===== src/rtl/dmem_sram_responder.sv =====
// dmem_sram_responder
//   Data-memory responder that serves 32-bit core accesses from an external
//   8-bit asynchronous SRAM, one byte lane per phase, big-endian (lane 0 is
//   bits 31:24 and SRAM byte address +0).
//   Optional feature macro: DMEM_SKIP_LANES_EN -- writes visit only the lanes
//   whose byte enable is set; reads always visit all four lanes.
module dmem_sram_responder #(
  parameter int AW       = 20,
  parameter int WAIT_CYC = 1
) (
  input  logic          clk,
  input  logic          rst_n,
  input  logic [31:0]   Zz_addr,
  input  logic [31:0]   Zz_dout,
  input  logic [3:0]    Zz_wr_en,
  input  logic          rd_en,
  output logic [31:0]   zZ_din,
  output logic          pause,
  output logic          sram_ce_n,
  output logic          sram_oe_n,
  output logic          sram_we_n,
  output logic [AW-1:0] sram_addr,
  output logic [7:0]    sram_dq_o,
  input  logic [7:0]    sram_dq_i
);

  localparam int              PW      = (WAIT_CYC < 1) ? 1 : $clog2(WAIT_CYC + 1);
  localparam logic [PW-1:0]   PH_LAST = PW'(WAIT_CYC);

  typedef enum logic [1:0] {
    S_IDLE = 2'd0,
    S_LANE = 2'd1,
    S_DONE = 2'd2
  } state_t;

  state_t        state_r, state_n;
  logic [1:0]    lane_r, lane_n;
  logic [PW-1:0] ph_r, ph_n;
  logic          wr_mode_r, wr_mode_n;
  logic [31:0]   asm_r;
  logic [31:0]   rdata_r;

  logic          req;
  logic          write;
  logic          cur_write;
  logic [3:0]    lane_mask;
  logic [2:0]    first_lane;
  logic [2:0]    next_lane;
  logic          last_phase;

  // Lowest lane index >= from whose mask bit is set; 3'd4 means none left.
  // Lane l is governed by mask bit 3-l (lane 0 is the MSB byte).
  function automatic logic [2:0] scan_lane(input logic [3:0] mask, input logic [2:0] from);
    logic [2:0] r;
    r = 3'd4;
    for (int i = 3; i >= 0; i--) begin
      if ((3'(i) >= from) && mask[3-i]) begin
        r = 3'(i);
      end
    end
    return r;
  endfunction

  // Byte of a big-endian word that belongs to a lane.
  function automatic logic [7:0] lane_byte(input logic [31:0] w, input logic [1:0] l);
    logic [7:0] b;
    case (l)
      2'd0:    b = w[31:24];
      2'd1:    b = w[23:16];
      2'd2:    b = w[15:8];
      2'd3:    b = w[7:0];
      default: b = 8'h00;
    endcase
    return b;
  endfunction

  assign req        = (rd_en | (|Zz_wr_en)) & ~Zz_addr[31];
  assign write      = |Zz_wr_en;
  assign last_phase = (ph_r == PH_LAST);
  // While an access runs, the latched mode decides; in IDLE the live request does.
  assign cur_write  = (state_r == S_IDLE) ? write : wr_mode_r;

`ifdef DMEM_SKIP_LANES_EN
  assign lane_mask  = cur_write ? Zz_wr_en : 4'b1111;
`else
  assign lane_mask  = 4'b1111;
`endif

  assign first_lane = scan_lane(lane_mask, 3'd0);
  assign next_lane  = scan_lane(lane_mask, {1'b0, lane_r} + 3'd1);

  // State register: FSM state, lane/phase counters and access mode.
  always_ff @(posedge clk or negedge rst_n) begin
    if (!rst_n) begin
      state_r   <= S_IDLE;
      lane_r    <= 2'd0;
      ph_r      <= '0;
      wr_mode_r <= 1'b0;
    end else begin
      state_r   <= state_n;
      lane_r    <= lane_n;
      ph_r      <= ph_n;
      wr_mode_r <= wr_mode_n;
    end
  end

  // Next-state logic: walk the lanes phase by phase, then one DONE cycle.
  always_comb begin
    state_n   = state_r;
    lane_n    = lane_r;
    ph_n      = ph_r;
    wr_mode_n = wr_mode_r;
    case (state_r)
      S_IDLE: begin
        if (req) begin
          state_n   = S_LANE;
          lane_n    = first_lane[1:0];
          ph_n      = '0;
          wr_mode_n = write;
        end else begin
          state_n   = S_IDLE;
        end
      end
      S_LANE: begin
        if (!last_phase) begin
          ph_n = ph_r + PW'(1);
        end else if (next_lane[2]) begin
          state_n = S_DONE;
          lane_n  = 2'd0;
          ph_n    = '0;
        end else begin
          lane_n  = next_lane[1:0];
          ph_n    = '0;
        end
      end
      S_DONE: begin
        state_n = S_IDLE;
      end
      default: begin
        state_n = S_IDLE;
        lane_n  = 2'd0;
        ph_n    = '0;
      end
    endcase
  end

  // Output decode: stall request and SRAM strobes from the current state.
  always_comb begin
    pause     = 1'b0;
    sram_ce_n = 1'b1;
    sram_oe_n = 1'b1;
    sram_we_n = 1'b1;
    sram_addr = '0;
    sram_dq_o = 8'h00;
    case (state_r)
      S_IDLE: begin
        pause = req;
      end
      S_LANE: begin
        pause     = 1'b1;
        sram_ce_n = 1'b0;
        sram_addr = {Zz_addr[AW-1:2], lane_r};
        if (wr_mode_r) begin
          sram_oe_n = 1'b1;
          sram_dq_o = lane_byte(Zz_dout, lane_r);
          sram_we_n = ~(last_phase & Zz_wr_en[~lane_r]);
        end else begin
          sram_oe_n = 1'b0;
          sram_we_n = 1'b1;
        end
      end
      S_DONE: begin
        pause = 1'b0;
      end
      default: begin
        pause = 1'b0;
      end
    endcase
  end

  // Read datapath: capture each byte at the end of its phase, publish after DONE.
  always_ff @(posedge clk or negedge rst_n) begin
    if (!rst_n) begin
      asm_r   <= 32'h0000_0000;
      rdata_r <= 32'h0000_0000;
    end else begin
      if ((state_r == S_LANE) && !wr_mode_r && last_phase) begin
        case (lane_r)
          2'd0:    asm_r[31:24] <= sram_dq_i;
          2'd1:    asm_r[23:16] <= sram_dq_i;
          2'd2:    asm_r[15:8]  <= sram_dq_i;
          2'd3:    asm_r[7:0]   <= sram_dq_i;
          default: asm_r        <= asm_r;
        endcase
      end
      if ((state_r == S_DONE) && !wr_mode_r) begin
        rdata_r <= asm_r;
      end
    end
  end

  assign zZ_din = rdata_r;

endmodule


===== config.mk =====
export PLATFORM = sky130hd
export DESIGN_NAME = dmem_sram_responder
export DESIGN_NICKNAME = d
export VERILOG_FILES = /design/src/rtl/dmem_sram_responder.sv
export SDC_FILE = /design/constraint.sdc
export NUM_CORES = 1
export LEC_CHECK = 0
export ABC_CLOCK_PERIOD_IN_PS = 3500
export BUFFER_PORTS_ARGS = -buffer_cell sky130_fd_sc_hd__buf_2
export CORE_ASPECT_RATIO = 0.8
export CORE_MARGIN = 2
export CORE_UTILIZATION = 53
export CTS_BUF_LIST = sky130_fd_sc_hd__clkbuf_4 sky130_fd_sc_hd__clkbuf_8
export CTS_CLUSTER_SIZE = 16
export DETAILED_ROUTE_END_ITERATION = 8
export GPL_TIMING_DRIVEN = 1
export HOLD_SLACK_MARGIN = 0.02
export MAX_ROUTING_LAYER = met4
export PLACE_DENSITY_LB_ADDON = 0.2
export REMOVE_ABC_BUFFERS = 1
export SYNTH_ARGS = -nofsm -noshare
export SYNTH_HDL_FRONTEND = slang
export SYNTH_SLANG_ARGS = --single-unit

===== constraint.sdc =====
create_clock -name clk -period 3.5 [get_ports clk]
set_clock_uncertainty 0.2 [all_clocks]
set_input_delay 0 -clock clk [delete_from_list [all_inputs] [get_ports clk]]
set_output_delay 0 -clock clk [all_outputs]
set_load 0.03 [all_outputs]

==> results of run 1 <==
## logic make-up after synthesis
logic type,count (synthesis),synth area share
buffers and inverters,16,0.0312
adder cells (fa/ha/maj),6,0.0223
AO/OA/AOI/OAI,23,0.0535
multiplexers,65,0.256
flip-flops,70,0.520
AND/OR/NAND/NOR,56,0.117
## cells in the mapped netlist, drive strengths merged
cell type / n / share of area
dfrtp: 70 / 0.52
mux2: 64 / 0.25
and2: 18 / 0.033
nand2: 13 / 0.034
and3: 10 / 0.019
a222oi: 8 / 0.024
buf: 8 / 0.022
o21ai: 8 / 0.012
ha: 6 / 0.022
clkbuf: 5 / 0.0056
nor2: 4 / 0.0045
inv: 3 / 0.0033
a32o: 2 / 0.0059
and2b: 2 / 0.0052
nor3: 2 / 0.0030
a22o: 1 / 0.0026
and4bb: 1 / 0.0037
mux4: 1 / 0.0067
nand2b: 1 / 0.0019
nand4: 1 / 0.0019
nor3b: 1 / 0.0037
nor4: 1 / 0.0019
o211ai: 1 / 0.0022
o21a: 1 / 0.0022
o21bai: 1 / 0.0022
o221ai: 1 / 0.0026
or2: 1 / 0.0019
or4: 1 / 0.0033
## final cells by class
cell class                 count  area share
sequential                    70       0.399
clock inverter                 4      0.0108
inverter                       3     0.00257
multi-input combinational    150       0.346
timing repair buffer         146       0.185
tap                           81      0.0231
clock buffer                  11      0.0331
## sequential cells by signal (all words and copies together), names as in the netlist
register    flops
asm_r          32
state_r         2
lane_r          2
zZ_din         32
last_phase      1
wr_mode_r       1
## power breakdown
part	internal (W)	total (W)	switching (W)
registers	0.00119	0.00146	0.000267
clock network	0.000350	0.000638	0.000288
logic	0.000862	0.00202	0.00115
## metal layers
layer | global-route usage | share of wire | wire length, um | vias up
met5 | - | 0 | 0 | -
met4 | 0.0735 | 0.0086 | 64 | 0
met3 | 0.0554 | 0.052 | 385 | 8
met2 | 0.383 | 0.50 | 3680 | 90
met1 | 0.286 | 0.44 | 3280 | 1217
li1 | - | - | - | 1138
## through the flow
step / std cells / hold slack, ns / total power [W] / instance area (um^2) / utilization
6_report: 465 / 0.0875 / 0.00412 / 4390 / 0.727
5_1_grt: 465 / 0.0913 / 0.00434 / 4390 / 0.727
4_1_cts: 465 / 0.0698 / 0.00413 / 4390 / 0.727
3_5_place_dp: 435 / -0.0579 / 0.00346 / 4040 / 0.670
3_3_place_gp: 435 / -0.0657 / 0.00340 / 4040 / 0.670
2_1_floorplan: 223 / -0.496 / 0.00290 / 3280 / -
## how the worst min path moves through the flow
stage	end	slack, ns	cells past startpoint
2_1_floorplan	asm_r[0]	-0.50	0
3_3_place_gp	zZ_din[15]	-0.07	1
3_5_place_dp	zZ_din[15]	-0.06	1
4_1_cts	lane_r[0]	0.07	4
5_1_grt	lane_r[0]	0.09	4
6_report	zZ_din[15]	0.09	2
==> run metrics, run 1 <==
status complete, no violations; Setup CP Type reg -> out; Crit. End Element primary output; Post-CTS Repair Setup Buffers 0; Fmax 404 MHz; worst slew pin tran about 0.83 ns; clk slew on worst S/H paths ~0.070 ns; Critical Path Start Type flip-flop; DP HPWL around 4.9 mm; Power Dens Cells about 940 mW/mm^2; Required @ worst endpoint between 3 and 4 ns; DP Worst Slack 1.30 ns; CP Max Fanout 9; layout cell share with drive strength beyond 1 0.576; r2r worst-path depth 5; Fill cells approximately 430; CTS tree yes; vias per inst 5.28; Period minus WS final ~2.5 ns; register area 0.00175 mm^2; Remaining DRCs 0; synth unique cells 32; drt pass-1 iters 4; most common cell after layout, fill and taps aside buf_2; first-pass GRT wire length 11.8 mm; RSZ-0062 raised after global routing no; reg2reg start state_r[0]; Lkg Pwr approximately 2.4 nW; footprint of the multi-input gates approximately 0.0015 mm^2; Die Y approximately 75 um; cell area after synthesis 0.00337 mm^2; GRT overflow 0; Syn Area/Cell between 10 and 15 um^2; Critical Path Sink sram_dq_o[4]; post-CTS sizing 0; largest net degree at the start of global routing 38; Crit path max-delay family flip-flops; area grow syn2layout 30.2%; DRT antenna net count 0; # rows 25; #FFs+latches synth 70; detailed-route wire length roughly 7.4 mm; PortBufs between 100 and 150; min-delay worst type in -> async; clock sink total 70; worst r2r dst wr_mode_r; CTS max path bufs 2; vias between 2000 and 2500; Hold Vio Cnt, Final 0; endpoints failing setup 0; Worst Path Buf+Inv 2; DR WL/cell between 15 and 20 um; CTS Hold Buffers Added 15; All-Layer GR Usage 0.231; yosys warns 0; Setup WS post-layout 1.03 ns; slowest CP cell dfrtp_1; maxcap violations 0; final worst path period share 0.707; register area share after synthesis 0.520; crit path from lane_r[0]; DIE WIDTH 93.1 um; initial core utilization 0.558; IO Pins between 100 and 150; initial antenna violation count 0; Synth Instances between 200 and 250; Num CTS Buffers 9; DIE AREA around 0.007 mm^2; instance count on the critical path 6; CTS root buffer clkbuf_8; VDD IR max ~0.42 mV; Slew headroom 0.445; Slew Viols, Final 0; initial DRC count roughly 110; Clk Latency, worst-skew pair 0.34 ns; Critical Path, Cell by Cell inv_1 > ha_1 > a222oi_1 > o21ai_0 > and3_1 > buf_2; Core Area a little over 0.006 mm^2; Crit path largest cell delay around 0.52 ns; setup TNS 0 ns; most frequent cells in the layout 129 x buf_2, 70 x dfrtp_1, 32 x mux2_2, 32 x mux2_4, 18 x and2_1; Layout Nets roughly 470; # diodes 0; FF-to-FF setup slack around 1.1 ns; Critical Path AT 2.27 ns; Final Wtd Congestion approximately 0.78; vias in the first global route 2428; CTS H-tree lvls 3
No activity file was read; power rests on OpenSTA's default activity.
==> run 2: changes to the inputs <==
- ABC_CLOCK_PERIOD_IN_PS: 3500 -> 2020
- CORE_UTILIZATION: 53 -> 45
- clock period: 3.5 -> 2.02 ns (I/O delays scaled with it)
==> run metrics, run 2 (synthesis gave the netlist of run 1 again) <==
hold slack 0.0430 ns (-0.0446 ns); status complete, but fails checks; initial DRC count 110 (+3.8%); initial core utilization 0.460 (-0.0980); Slew Viols, Final 0 (unchanged); All-Layer GR Usage 0.195 (-0.0359); Die Y 81.4 um (+8.1%); Power Dens Cells 1680 mW/mm^2 (+79%); Critical Path AT 1.83 ns (-0.44 ns); most common cell after layout, fill and taps aside buf_2; Worst Path Buf+Inv 2 (unchanged); Layout Nets 478 (+2.8%); first-pass GRT wire length 11.9 mm (+1.1%); DR WL/cell 15.6 um (-2.0%); worst r2r dst wr_mode_r; CTS max path bufs 2 (unchanged); GRT overflow 0 (unchanged); vias 2486 (+1.3%); met1 WL 3.57 mm (+9.0%); Num CTS Buffers 9 (unchanged); Lkg Pwr 2.50 nW (+5.1%); DRT antenna net count 0 (unchanged); detailed-route wire length 7.62 mm (+2.9%); drt pass-1 iters 5 (+1); clk slew on worst S/H paths 0.07 ns (about the same); failing checks setup timing; Setup CP Type reg -> out; Clk Latency, worst-skew pair 0.34 ns (about the same); FF-to-FF setup slack 0.16 ns (-0.96 ns); reg2reg start state_r[1]; Critical Path, Cell by Cell inv_4 > ha_4 > a222oi_1 > o21ai_1 > and3_1 > buf_2; DR top layer met4; initial antenna violation count 0 (unchanged); Fill cells 596 (+39%); Core Area 0.00732 mm^2 (+21%); Crit. End Element primary output; Flop pwr share 0.314 (-0.041); # diodes 0 (unchanged); register area 0.00175 mm^2 (+0.14%); Final Util 0.645 (-0.0816); DIE AREA 0.00820 mm^2 (+17%); slowest CP cell dfrtp_2; DP HPWL 5.03 mm (+1.7%); DP Worst Slack 0.0959 ns (-1.20 ns); Int Power 0.00486 W (+100%); maxcap violations 0 (unchanged); vias per inst 5.09 (-3.4%); met2 WL 3.68 mm (-0.16%); Non-Filler Instances 488 (+4.9%); PortBufs 129 (unchanged); final worst path period share 1.00; placed insts 448 (+3.0%); DIE WIDTH 101 um (+8.2%); Slew headroom 0.752 (+0.308); NetSw 0.00308 W (+80%); endpoints failing setup 1 (+1); Crit path max-delay family flip-flops; footprint of the multi-input gates 0.00157 mm^2 (+3.3%); Final Wtd Congestion 0.782 (+0.24%); Fmax roughly 490 MHz; RSZ-0062 raised after global routing yes; Worst Min Path Start Zz_wr_en[1]; min-delay worst type in -> reg; vias in the first global route 2376 (-2.1%); CTS H-tree lvls 3 (unchanged); Hold EP state_r[0]; Gate power share 0.497 (+0.007); IO Pins 143 (unchanged); layout cell share with drive strength beyond 1 0.611 (+0.0350); worst slew pin tran 0.371 ns (-0.461 ns); Setup WS post-layout -0.00736 ns (-1.03 ns); Critical Path Start Type flip-flop; WL met3 312 um (-19%); Required @ worst endpoint 1.82 ns (-1.48 ns); Crit path largest cell delay 0.43 ns (-0.09 ns); area grow syn2layout 40.2%; # rows 28 (+12%); most frequent cells in the layout 121 x buf_2, 68 x dfrtp_1, 32 x mux2_2, 32 x mux2_4, 18 x and2_1; clock sink total 70 (unchanged); Period minus WS final between 2 and 2.5 ns; clock share of power 0.189 (+0.034); CP Max Fanout 9 (unchanged); Sw Ratio 0.388 (-0.0275); Hold Vio Cnt, Final 0 (unchanged); Remaining DRCs 0 (unchanged); total power 0.00794 W (+93%); largest net degree at the start of global routing 71 (+87%); WHS Path Cells 4; VDD IR max 0.632 mV (+50%); r2r worst-path depth 4 (-1); CTS root buffer clkbuf_8; CTS tree yes
-- run 2: cell count changes in the layout (fill, tap and decap cells not counted), sizes merged --
| cell | before | now |
|---|---|---|
| bufinv | 1 | 4 |
| clkinv | 2 | 1 |
| buf | 131 | 144 |
| clkbuf | 11 | 10 |
-- run 2: worst max path at each step --
stage                    from      endpoint  slack [ns]  depth (start not counted)
CTS                 lane_r[0]  sram_dq_o[5]       -0.03                          6
detailed placement  lane_r[1]  sram_dq_o[5]         0.1                          6
global route        lane_r[0]  sram_dq_o[0]        -0.1                          6
floorplan           wr_mode_r     zZ_din[0]       -0.51                          2
finish              lane_r[0]  sram_dq_o[7]      -0.007                          6
global placement    lane_r[0]  sram_dq_o[1]        0.12                          6
-- run 2: worst register-to-register path, cell delays in order, from the launching register on --
cell,delay (ns)
dfrtp_1,0.45
nor3_1,0.26
nand2_1,0.09
dlygate4sd3_1,0.57
a22o_1,0.19
-- run 2: power groups by stage --
stage | combinational, W | clock [W] | sequential, W
2_1_floorplan | 0.00204 | 0 | 0.00299
3_3_place_gp | 0.00352 | 0 | 0.00247
3_5_place_dp | 0.00358 | 0 | 0.00249
4_1_cts | 0.00383 | 0.00153 | 0.00249
5_1_grt | 0.00420 | 0.00159 | 0.00258
6_report | 0.00395 | 0.00150 | 0.00249
-- run 2: layout make-up --
class | count | share of cell area
flip-flops and latches | 70 | 0.371
well taps | 90 | 0.0238
clock inverters | 6 | 0.0281
repair buffers | 159 | 0.212
inverters | 3 | 0.00291
clock buffers | 10 | 0.0291
multi-input cells | 150 | 0.332
-- run 2: repair_timing --
item                                    CTS  global route
hold endpoints to repair                107             0
buffers inserted                          8             1
gates resized for setup                  20            18
endpoints found under the setup margin    8            12
hold buffers                             15             0
pin swaps                                 4            11
-- run 2: stage by stage --
stage	TNS (ns)	instance area, um^2
after floorplan	-16.48	3280
after global placement	0	4120
after detailed placement	0	4120
after CTS	-0.0902	4670
after global routing	-0.440	4720
final	-0.00736	4720
-- run 2: routing by layer --
metal	vias to the layer above	GRT usage
li1	1176	-
met1	1237	0.257
met2	65	0.297
met3	8	0.0542
met4	0	0.0562
met5	-	-
==> run 3: changes to the inputs <==
- ABC_AREA: not set -> 1
- CORE_UTILIZATION: 45 -> 44
- HOLD_SLACK_MARGIN: 0.02 -> not set
==> run metrics, run 3 <==
layout cell share with drive strength beyond 1 0.460 (-0.150); Num CTS Buffers 9 (unchanged); detailed-route wire length 7.33 mm (-3.9%); # rows 28 (unchanged); Lkg Pwr 2.35 nW (-5.7%); clock sink total 70 (unchanged); Syn Area/Cell 10.2 um^2 (-29%); Slew headroom 0.602 (-0.151); All-Layer GR Usage 0.188 (-0.00669); dominant cell type by area after synthesis dfrtp_1; maxcap violations 0 (unchanged); DIE AREA 0.00815 mm^2 (-0.62%); Crit path max-delay family buffers and inverters; hold slack -0.0150 ns (-0.0579 ns); endpoints failing setup 0 (-1); Critical Path, Cell by Cell inv_4 > ha_2 > buf_4 > a21oi_1 > a31oi_1 > buf_2; clk slew on worst S/H paths 0.07 ns (about the same); slowest CP cell dfrtp_2; async set-or-reset flop fraction in the synthesized netlist 1.00 (unchanged); yosys warns 0 (unchanged); min-delay worst type in -> reg; failing checks hold timing; Hold Vio Cnt, Final 1 (+1); most frequent cells in the layout 123 x buf_2, 67 x dfrtp_1, 58 x nand2_1, 32 x inv_1, 27 x mux2_2; Flop pwr share 0.348 (+0.034); vias per inst 4.70 (-7.7%); # diodes 0 (unchanged); #FFs+latches synth 70 (unchanged); clock share of power 0.158 (-0.031); Clk Latency, worst-skew pair 0.33 ns (about the same); Period minus WS final 1.92 ns (-0.110 ns); cell area after synthesis 0.00327 mm^2 (-2.9%); initial antenna violation count 0 (unchanged); instance count on the critical path 6 (unchanged); GRT overflow 0 (unchanged); synth cell count leaders 70 x dfrtp_1, 59 x nand2_1, 35 x inv_1, 27 x mux2_2, 27 x nor2_1; Crit path largest cell delay 0.46 ns (+0.03 ns); DRT antenna net count 0 (unchanged); setup TNS 0 ns (+0.00736 ns); NetSw 0.00321 W (+4.2%); Slew Viols, Final 0 (unchanged); count leader, synth dfrtp_1; Final Util 0.608 (-0.0369); Power Dens Cells 1610 mW/mm^2 (-4.1%); register area share after synthesis 0.535 (+0.0153); Remaining DRCs 0 (unchanged); Worst Path Buf+Inv 3 (+1); DP HPWL 5.04 mm (+0.12%); Final Wtd Congestion 0.757 (-3.1%); worst slew pin tran 0.597 ns (+0.226 ns); Layout Nets 556 (+16%); CTS max path bufs 2 (unchanged); Gate power share 0.494 (-0.003); Die Y 81.1 um (-0.31%); DR WL/cell 12.9 um (-17%); Most used DFF post-synth dfrtp_1; r2r worst-path depth 6 (+2); synth unique cells 25 (-22%); Core Area 0.00729 mm^2 (-0.48%); vias 2661 (+7.0%); CTS H-tree lvls 3 (unchanged); vias in the first global route 2545 (+7.1%); first-pass GRT wire length 11.6 mm (-3.0%); final worst path period share 0.949 (-0.0542); initial DRC count 67 (-39%); drt pass-1 iters 4 (-1); Post-synth EDFFs 0 (unchanged); Required @ worst endpoint 1.82 ns (about the same); status complete, but fails checks; initial core utilization 0.449 (-0.0110); CTS root buffer clkbuf_8; WHS Path Cells 6 (+2); total power 0.00715 W (-10%); Crit. End Element primary output; area fraction of the dominant cell type after synthesis 0.535 (+0.0153); PortBufs 129 (unchanged); most common cell after layout, fill and taps aside buf_2; area grow syn2layout 35.4%; Setup WS post-layout 0.102 ns (+0.110 ns); Synth Instances 321 (+36%); Fmax 521 MHz (+5.7%); CTS tree yes; largest net degree at the start of global routing 46 (-35%); Sw Ratio 0.449 (+0.0612); Setup CP Type reg -> out; Int Power 0.00394 W (-19%); DP Worst Slack 0.230 ns (+0.134 ns); VDD IR max 0.824 mV (+30%); cells taking the most area after synthesis dfrtp_1 54%, mux2_2 9.3%, nand2_1 6.8%, o21ai_2 4.3%, inv_1 4.0%; Critical Path Start Type flip-flop; CP Max Fanout 8 (-1); RSZ-0062 raised after global routing yes; IO Pins 143 (unchanged); Critical Path AT 1.72 ns (-0.11 ns); DIE WIDTH 100 um (-0.31%)
-- run 3: stage by stage --
step,area (um^2),hold slack [ns],instances
5_1_grt,4430,0.0440,566
3_3_place_gp,4000,-0.165,532
3_5_place_dp,4000,-0.164,532
6_report,4430,-0.0150,566
4_1_cts,4370,0.0117,564
2_1_floorplan,3180,-0.496,308
-- run 3: layout make-up --
type | count | area [um^2]
Clock buffer | 13 | 160
Fill cell | 646 | 2860
Clock inverter | 3 | 43.8
Sequential cell | 70 | 1760
Multi-Input combinational cell | 202 | 1330
Timing Repair Buffer | 151 | 886
Tap cell | 90 | 113
Inverter | 37 | 141
-- run 3: worst register-to-register path, delay by kind of cell (launching register included) --
kind            cells  cell delay, ns
flops               1            0.42
compound gates      1            0.06
buf+inv             1            0.12
simple gates        4            0.80
-- run 3: metal layers --
metal / global-route usage / wire (um)
met5: - / 0
met4: 0.0493 / 49
met3: 0.0482 / 314
met2: 0.319 / 3640
met1: 0.227 / 3320
-- run 3: repair_timing --
| action | CTS | global route |
|---|---|---|
| gates resized for setup | 4 | 21 |
| hold endpoints to repair | 106 | 0 |
| gates cloned | 0 | 1 |
| pin swaps | 0 | 2 |
| setup buffers | 0 | 3 |
| setup endpoints to repair | 8 | 10 |
| hold buffers | 16 | 0 |
-- run 3: power by group through the flow --
stage	clock network [W]	logic [W]	registers, W
6_report	0.00113	0.00353	0.00249
3_3_place_gp	0	0.00331	0.00246
3_5_place_dp	0	0.00338	0.00249
2_1_floorplan	0	0.00186	0.00300
5_1_grt	0.00122	0.00383	0.00258
4_1_cts	0.00116	0.00343	0.00248
-- run 3: path summary, 6_finish.rpt --
kind,from,end,slack [ns]
min reg2reg,asm_r[18],asm_r[18],0.28
min in group asynchronous,rst_n,zZ_din[2],0
max reg2reg,state_r[1],asm_r[16],0.29
min,Zz_wr_en[2],wr_mode_r,-0.01
max in group asynchronous,rst_n,lane_r[0],0.95
max,lane_r[0],sram_dq_o[3],0.10
-- run 3: logic make-up (layout without fill, tap and decap cells) --
family / Yosys count / in the layout / synth area share
adder cells (fa/ha/maj): 6 / 6 / 0.0229
AND/OR/NAND/NOR: 100 / 101 / 0.144
flip-flops: 70 / 70 / 0.535
multiplexers: 32 / 32 / 0.110
AO/OA/AOI/OAI: 63 / 63 / 0.118
buffers and inverters: 50 / 204 / 0.0700
